## config.mk

```make
export PLATFORM = sky130hd
export DESIGN_NAME = stack_alu_sequencer
export DESIGN_NICKNAME = d
export VERILOG_FILES = /design/src/rtl/stack_alu_pkg.sv /design/src/rtl/stack_alu_sequencer.sv
export SDC_FILE = /design/constraint.sdc
export NUM_CORES = 1
export LEC_CHECK = 0
export CORE_ASPECT_RATIO = 1.25
export CORE_UTILIZATION = 45
export DETAILED_ROUTE_END_ITERATION = 8
export PLACE_DENSITY = 0.7
export SLEW_MARGIN = 5
export SYNTH_ARGS = -nofsm -noshare
export SYNTH_HDL_FRONTEND = slang
export SYNTH_SLANG_ARGS = --single-unit
```

## constraint.sdc

```tcl
create_clock -name CLK -period 2.05 [get_ports CLK]
set_clock_uncertainty 0.05 [all_clocks]
set_input_delay 0.3075 -clock CLK [delete_from_list [all_inputs] [get_ports CLK]]
set_output_delay 0.3075 -clock CLK [all_outputs]
set_load 0.1 [all_outputs]
```

## src/rtl/stack_alu_pkg.sv

```systemverilog
// Shared encodings for the stack ALU and its RPN sequencer:
// ALU opcodes, token kinds and the sequencer state enum.
package stack_alu_pkg;

    localparam logic [2:0] OP_NOP  = 3'b000;
    localparam logic [2:0] OP_ADD  = 3'b100;
    localparam logic [2:0] OP_MUL  = 3'b101;
    localparam logic [2:0] OP_PUSH = 3'b110;
    localparam logic [2:0] OP_POP  = 3'b111;

    localparam logic [1:0] TK_NUM = 2'b00;
    localparam logic [1:0] TK_ADD = 2'b01;
    localparam logic [1:0] TK_MUL = 2'b10;
    localparam logic [1:0] TK_END = 2'b11;

    typedef enum logic [2:0] {
        IDLE, PUSH, OP, POP, PUSHR, GAP, DRAIN, DONE
    } state_t;

endpackage

```

## src/rtl/stack_alu_sequencer.sv

```systemverilog
// Turns an RPN token stream into push/pop/add/mul commands for the stack ALU,
// folding each operator result back onto the stack and reporting the final value.
module stack_alu_sequencer
    import stack_alu_pkg::*;
#(
    parameter int n         = 8,
    parameter int MAX_DEPTH = 16
) (
    input  logic         CLK,
    input  logic         RST_N,
    input  logic         tok_valid,
    output logic         tok_ready,
    input  logic [1:0]   tok_kind,
    input  logic [n-1:0] tok_data,
    output logic [n-1:0] alu_input_data,
    output logic [2:0]   alu_opcode,
    input  logic [n-1:0] alu_output_data,
    input  logic         alu_overflow,
    output logic         res_valid,
    input  logic         res_ready,
    output logic [n-1:0] res_data,
    output logic         res_ovf,
    output logic         res_err
);

    localparam int DW = $clog2(MAX_DEPTH + 1);

    state_t         r_state, r_ret;
    logic [DW-1:0]  r_depth;
    logic [n-1:0]   r_din, r_result, r_top, r_res_data;
    logic [2:0]     r_op;
    logic           r_err, r_ovf, r_second, r_first;
    logic           r_res_valid, r_res_ovf, r_res_err;
    logic           w_accept;

    // Gating with RST_N keeps ready low while reset is held even though state is IDLE.
    assign tok_ready      = (r_state == IDLE) & RST_N;
    assign w_accept       = tok_valid & (r_state == IDLE);
    assign alu_input_data = r_din;
    assign alu_opcode     = r_op;
    assign res_valid      = r_res_valid;
    assign res_data       = r_res_data;
    assign res_ovf        = r_res_ovf;
    assign res_err        = r_res_err;

    always_ff @(posedge CLK or negedge RST_N) begin
        if (!RST_N) begin
            r_state     <= IDLE;
            r_ret       <= IDLE;
            r_depth     <= '0;
            r_din       <= '0;
            r_result    <= '0;
            r_top       <= '0;
            r_op        <= OP_NOP;
            r_err       <= 1'b0;
            r_ovf       <= 1'b0;
            r_second    <= 1'b0;
            r_first     <= 1'b0;
            r_res_valid <= 1'b0;
            r_res_data  <= '0;
            r_res_ovf   <= 1'b0;
            r_res_err   <= 1'b0;
        end else begin
            case (r_state)
                IDLE: if (w_accept) begin
                    case (tok_kind)
                        TK_NUM: if (r_depth == DW'(MAX_DEPTH)) begin
                            r_err   <= 1'b1;
                            r_state <= GAP;
                            r_ret   <= IDLE;
                        end else begin
                            r_op    <= OP_PUSH;
                            r_din   <= tok_data;
                            r_state <= PUSH;
                        end
                        TK_ADD, TK_MUL: if (r_depth < DW'(2)) begin
                            r_err   <= 1'b1;
                            r_state <= GAP;
                            r_ret   <= IDLE;
                        end else begin
                            r_op    <= (tok_kind == TK_ADD) ? OP_ADD : OP_MUL;
                            r_state <= OP;
                        end
                        default: begin
                            // Leading GAP lets the drain loop issue every POP from GAP.
                            r_err   <= r_err | (r_depth != DW'(1));
                            r_top   <= '0;
                            r_first <= 1'b1;
                            r_state <= GAP;
                            r_ret   <= (r_depth == '0) ? DONE : DRAIN;
                        end
                    endcase
                end
                PUSH: begin
                    r_op    <= OP_NOP;
                    r_depth <= r_depth + 1'b1;
                    r_state <= GAP;
                    r_ret   <= IDLE;
                end
                OP: begin
                    r_result <= alu_output_data;
                    r_ovf    <= r_ovf | (alu_overflow === 1'b1);
                    r_op     <= OP_NOP;
                    r_second <= 1'b0;
                    r_state  <= GAP;
                    r_ret    <= POP;
                end
                POP: begin
                    r_op     <= OP_NOP;
                    r_depth  <= r_depth - 1'b1;
                    r_second <= 1'b1;
                    r_state  <= GAP;
                    r_ret    <= r_second ? PUSHR : POP;
                end
                PUSHR: begin
                    r_op    <= OP_NOP;
                    r_depth <= r_depth + 1'b1;
                    r_state <= GAP;
                    r_ret   <= IDLE;
                end
                DRAIN: begin
                    if (r_first) r_top <= alu_output_data;
                    r_first <= 1'b0;
                    r_op    <= OP_NOP;
                    r_depth <= r_depth - 1'b1;
                    r_state <= GAP;
                    r_ret   <= (r_depth == DW'(1)) ? DONE : DRAIN;
                end
                GAP: begin
                    r_state <= r_ret;
                    case (r_ret)
                        POP, DRAIN: r_op <= OP_POP;
                        PUSHR: begin
                            r_op  <= OP_PUSH;
                            r_din <= r_result;
                        end
                        DONE: begin
                            r_res_valid <= 1'b1;
                            r_res_data  <= r_top;
                            r_res_ovf   <= r_ovf;
                            r_res_err   <= r_err;
                        end
                        default: ;
                    endcase
                end
                DONE: if (res_ready) begin
                    r_err       <= 1'b0;
                    r_ovf       <= 1'b0;
                    r_res_valid <= 1'b0;
                    r_res_data  <= '0;
                    r_res_ovf   <= 1'b0;
                    r_res_err   <= 1'b0;
                    r_state     <= IDLE;
                end
                default: r_state <= IDLE;
            endcase
        end
    end

endmodule

```

==> After elaboration in Yosys (flattened, before gate mapping) <==
Index checks and enable logic that the tools add are counted.
{ "totals": {"in_bits": 23, "wordCells": 131, "reg_bits": 53} }
{ "op_classes": {"bitwise_logic": 4, "reduce_logical": 27, "addsub": 2, "n_lt_le_gt_ge": 1, "mux": 51, "eq_ne": 31} }
{ "ops": {"columns": ["cell", "n"], "rows": [
  ["$mux W8", 9],
  ["$pmux W8 S2", 3],
  ["$mux W3", 11],
  ["$pmux W3 S2", 4],
  ["$eq A3 B3 Y1 const B", 7],
  ["$pmux W1 S2", 8],
  ["$pmux W3 S5", 1],
  ["$reduce_bool A2 Y1", 7],
  ["$mux W1", 12],
  ["$ne A2 B2 Y1 const B", 6],
  ["$ne A3 B3 Y1 const B", 4],
  ["$pmux W3 S4", 1],
  ["$pmux W5 S2", 1],
  ["$reduce_and A5 Y1", 2],
  ["$eq A3 B2 Y1 const B", 3],
  ["$pmux W3 S3", 1],
  ["$reduce_and A4 Y1", 2],
  ["$reduce_or A2 Y1", 4],
  ["$ne A3 B1 Y1 const B", 2],
  ["$reduce_and A3 Y1", 2],
  ["$reduce_and A6 Y1", 1],
  ["$add A5 B1 Y5 const B", 1],
  ["$eq A5 B1 Y1 const B", 1],
  ["$eq A5 B5 Y1 const B", 1],
  ["other kinds (18)", 22]
]} }

==> Depth between registers and ports, before layout <==
{ "depth": {"ltp_word": 6, "ltp_mapped": 7} }

==> Worst setup path before layout <==
No wires, ideal clock.
{ "synth_path": {"path_kind": "reg-to-output", "startpoint": "register r_state[0]", "endpoint": "output tok_ready", "stages_incl_launch_ff": 4, "slack_ns": 0.213, "t_required_ns": 1.692, "arrival_time_ns": 1.480, "path_cell_list": "dfrtp_1 > buf_6 > nor3_4 > and2_1"} }
{ "synth_between": {"elab_chain_len": 2} }
{ "synth_lines": {"columns": ["item", "line_no", "source"], "rows": [
  ["start: declaration", "stack_alu_sequencer.sv:28", "state_t r_state, r_ret;"],
  ["start signal: assignment", "stack_alu_sequencer.sv:130", "r_state <= r_ret;"],
  ["$logic_not A3 Y1", "stack_alu_sequencer.sv:37", "assign tok_ready = (r_state == IDLE) & RST_N;"],
  ["$and A1 B1 Y1", "stack_alu_sequencer.sv:37", null],
  ["end: declaration", "stack_alu_sequencer.sv:12", "output logic tok_ready,"]
]} }
Every way passes these cells.

==> Worst setup path after layout <==
{ "layout_path": {"startpoint": "register r_state[0]", "endpoint": "register r_state[0]"} }
{ "layout_between": {"elab_chain_len": 4} }
{ "layout_lines": {"columns": ["item"], "rows": [
  ["branches (longest 4 deep; another with $reduce_or A5 Y1)"]
]} }
Parallel ways; which one is timed is not known.
A chain may end at the register's enable or synchronous reset.

==> impl_metrics.toml <==
[run_status]
status = "finished with violations"
violations = "DRC, setup timing"

[placed_design]
dp_slack_ns = -0.1278
portBuffers = 45
dp.cells = 338
gp_congestion = 0.8001
hpwl_mm = 4.153

[setup_path]
critPathArrivalTime_ns = 2.18
critPathMaxFanout = 11
criticalPathCategory = "flop to flop"
cp.required_ns = 2.17
r2r_cells = 3
r2r-start = "r_state[0]"
cp-start-kind = "flop"
reg2reg_to = "r_state[0]"
worst_setup_path_end_kind = "flop"
r2r_setup_slack_ns = -0.007

[finish]
drive_above_1_share = 0.3357
finalCoreUtilization = 0.6016
fillers = 459
insertedDiodeCount = 0
area_growth_pct = 25.99
final_cells = 347
nNetsFinal = 312

[clocking]
insertion_delay_ns = 0.30
cts_resized = 0
clkTransAtPathRegs_ns = 0.10
cts.sinks = 53
cts_hold_buffers = 0
cts_buffers = 5
cts_tree = "built"
clockBufferDepth = 2
cts_root_buf = "clkbuf_8"
cts-htree-levels = 2

[min_path]
hp-class = "primary input to asynchronous set/reset pin"

[synthesis]
yosys_warnings = 0
synth_flop_cell = "dfrtp_1"
syn-num-nets = 248
synth.avg_cell_area_sq_um = 12.17
synth_seq_area_share = 0.5000
yosysMostFrequentCell = "dfrtp_1"
synth_top_area_share = 0.5000
netlist_area_sq_mm = 0.002653
synthCells = 218
yosys-top-cells-count = "dfrtp_1 (53), a22o_1 (18), mux2_2 (18)"
synth_edf_count = 0
synth_area_leaders = "dfrtp_1 (50%), mux2_2 (7.6%), mux2_4 (6.2%)"
ys_ff_latch = 53
yosys.area.top_type = "dfrtp_1"
synth-async-reset-ratio = 1.000
ys_types = 54

[floorplan]
die_x_um = 70.67
start_util = 0.4775
core-area_sq_mm = 0.005555
io_pins = 46
dieArea_sq_mm = 0.006208
die_h_um = 87.84
rows = 30

[sta]
rsz0062_at_grt = "false"
timing.final.ws_setup_ns = -0.006686
tns_ns = -0.006686
finalSetupViolCount = 1
maxSlewHeadroom = 0.5528
timing.final.crit_share = 1.003
hold_viol = 0
tightest_slew_ns = 0.6709
finalMaxSlewViolations = 0
fmax_ghz = 0.4862
min_period_ns = 2.057

[global_routing]
grt_pass1_wl_mm = 9.666
grt_pass1_vias = 1978
overflow = 0
track_usage = 0.2020
antenna_found_initial = 0
grt_max_degree = 54

[power_and_ir_drop]
vdd_drop_max_mv = 1.255
power.leakage_nw = 1.582
finalPower_mw = 5.586
power_density_mw_per_mm2 = 1671

[route]
vias = 1957
ant_nets = 0
wl_met2_mm = 2.836
met3_length_um = 266
finalWirelength_mm = 5.777
wl_per_cell_um = 16.65
highest_layer = "met4"
drt-vias-per-instance = 5.640
first_iter_violations = 183
first_pass_iters = 6
wl_met1_mm = 2.584
drcViolationCount = 10

[flow_run]
cap_viol_max_count = 0
placed cells by master, fill, tap and decap left out, types with 2 or more instances in the layout:
master / instances
dfrtp_1: 53
buf_4: 45
clkdlybuf4s50_1: 21
a22o_1: 18
mux2_2: 18
nand2_1: 12
mux2_4: 11
a21oi_1: 10
nor2_1: 9
inv_1: 7
ha_1: 7
clkbuf_8: 6
o21ai_0: 5
nand4_1: 4
xor2_1: 4
nor2_2: 3
mux2i_1: 3
and3_1: 2
or3_1: 2
a31oi_1: 2
nor2b_1: 2
nand2b_1: 2
nand3_1: 2
o21a_1: 2
worst max-delay path, stage by stage, from the launching register on:
cell and delay, ns:
dfrtp_1 0.55, or3_1 0.57, a2111oi_0 0.60, o31ai_1 0.16
what timing repair did:
item                                   4_1_cts  5_1_grt
endpoints found under the hold margin        0        0
setup endpoints to repair                    0        8
setup buffers                                0        1
flip-flops by register name, summed over array words and instances (netlist names), 3 cells and up:
| signal | count |
|---|---|
| r_top | 8 |
| alu_opcode | 3 |
| alu_input_data | 8 |
| res_data | 8 |
| r_result | 8 |
| r_state | 3 |
| r_depth | 5 |
| r_ret | 3 |
routing by layer:
metal  up-vias  GRT usage
li1        917          -
met1       969     0.2554
met2        59     0.3451
met3        12    0.04373
met4         0    0.07273
met5         -          0
logic make-up after synthesis:
logic type      share of synthesized area
mux                                0.1500
simple gates                       0.1142
buf+inv                           0.04292
compound gates                     0.1434
flops                              0.5000
fa+ha+maj                         0.03302
xor+xnor                          0.01651
report_power, final:
part | switching (mW) | leakage [nW] | internal [mW]
registers | 0.322 | 0.668 | 1.45
logic | 1.83 | 0.856 | 1.24
clock network | 0.344 | 0.0574 | 0.397
total | 2.50 | 1.58 | 3.09
through the flow:
stage          instance area [sq um]  hold slack [ns]
2_1_floorplan                   2653         -0.03809
3_3_place_gp                    3214           0.4268
3_5_place_dp                    3214           0.4350
4_1_cts                         3334           0.1574
5_1_grt                         3342           0.1956
6_report                        3342           0.1372
how the worst max path moves through the flow:
| stage | start | to | slack, ns | cells after the start |
|---|---|---|---|---|
| after global placement | tok_kind[0] | alu_opcode[1] | -0.1 | 8 |
| final | r_state[0] | r_state[0] | -0.007 | 3 |
| after CTS | r_state[0] | r_state[0] | 0.03 | 3 |
| after floorplan | r_state[0] | tok_ready | 0.21 | 3 |
| after global routing | r_state[0] | r_state[0] | 0.006 | 3 |
| after detailed placement | tok_kind[0] | alu_opcode[1] | -0.13 | 8 |
cell type report:
| class | instances | area, sq um | share of cell area |
|---|---|---|---|
| Clock buffer | 6 | 82.58 | 0.02471 |
| Tap cell | 64 | 80.08 | 0.02396 |
| Multi-Input combinational cell | 146 | 1212 | 0.3628 |
| Inverter | 8 | 30.03 | 0.008985 |
| Clock inverter | 2 | 37.54 | 0.01123 |
| Sequential cell | 53 | 1326 | 0.3969 |
| Timing Repair Buffer | 68 | 573.1 | 0.1715 |
Note: power is estimated with default switching activity, not from simulation.
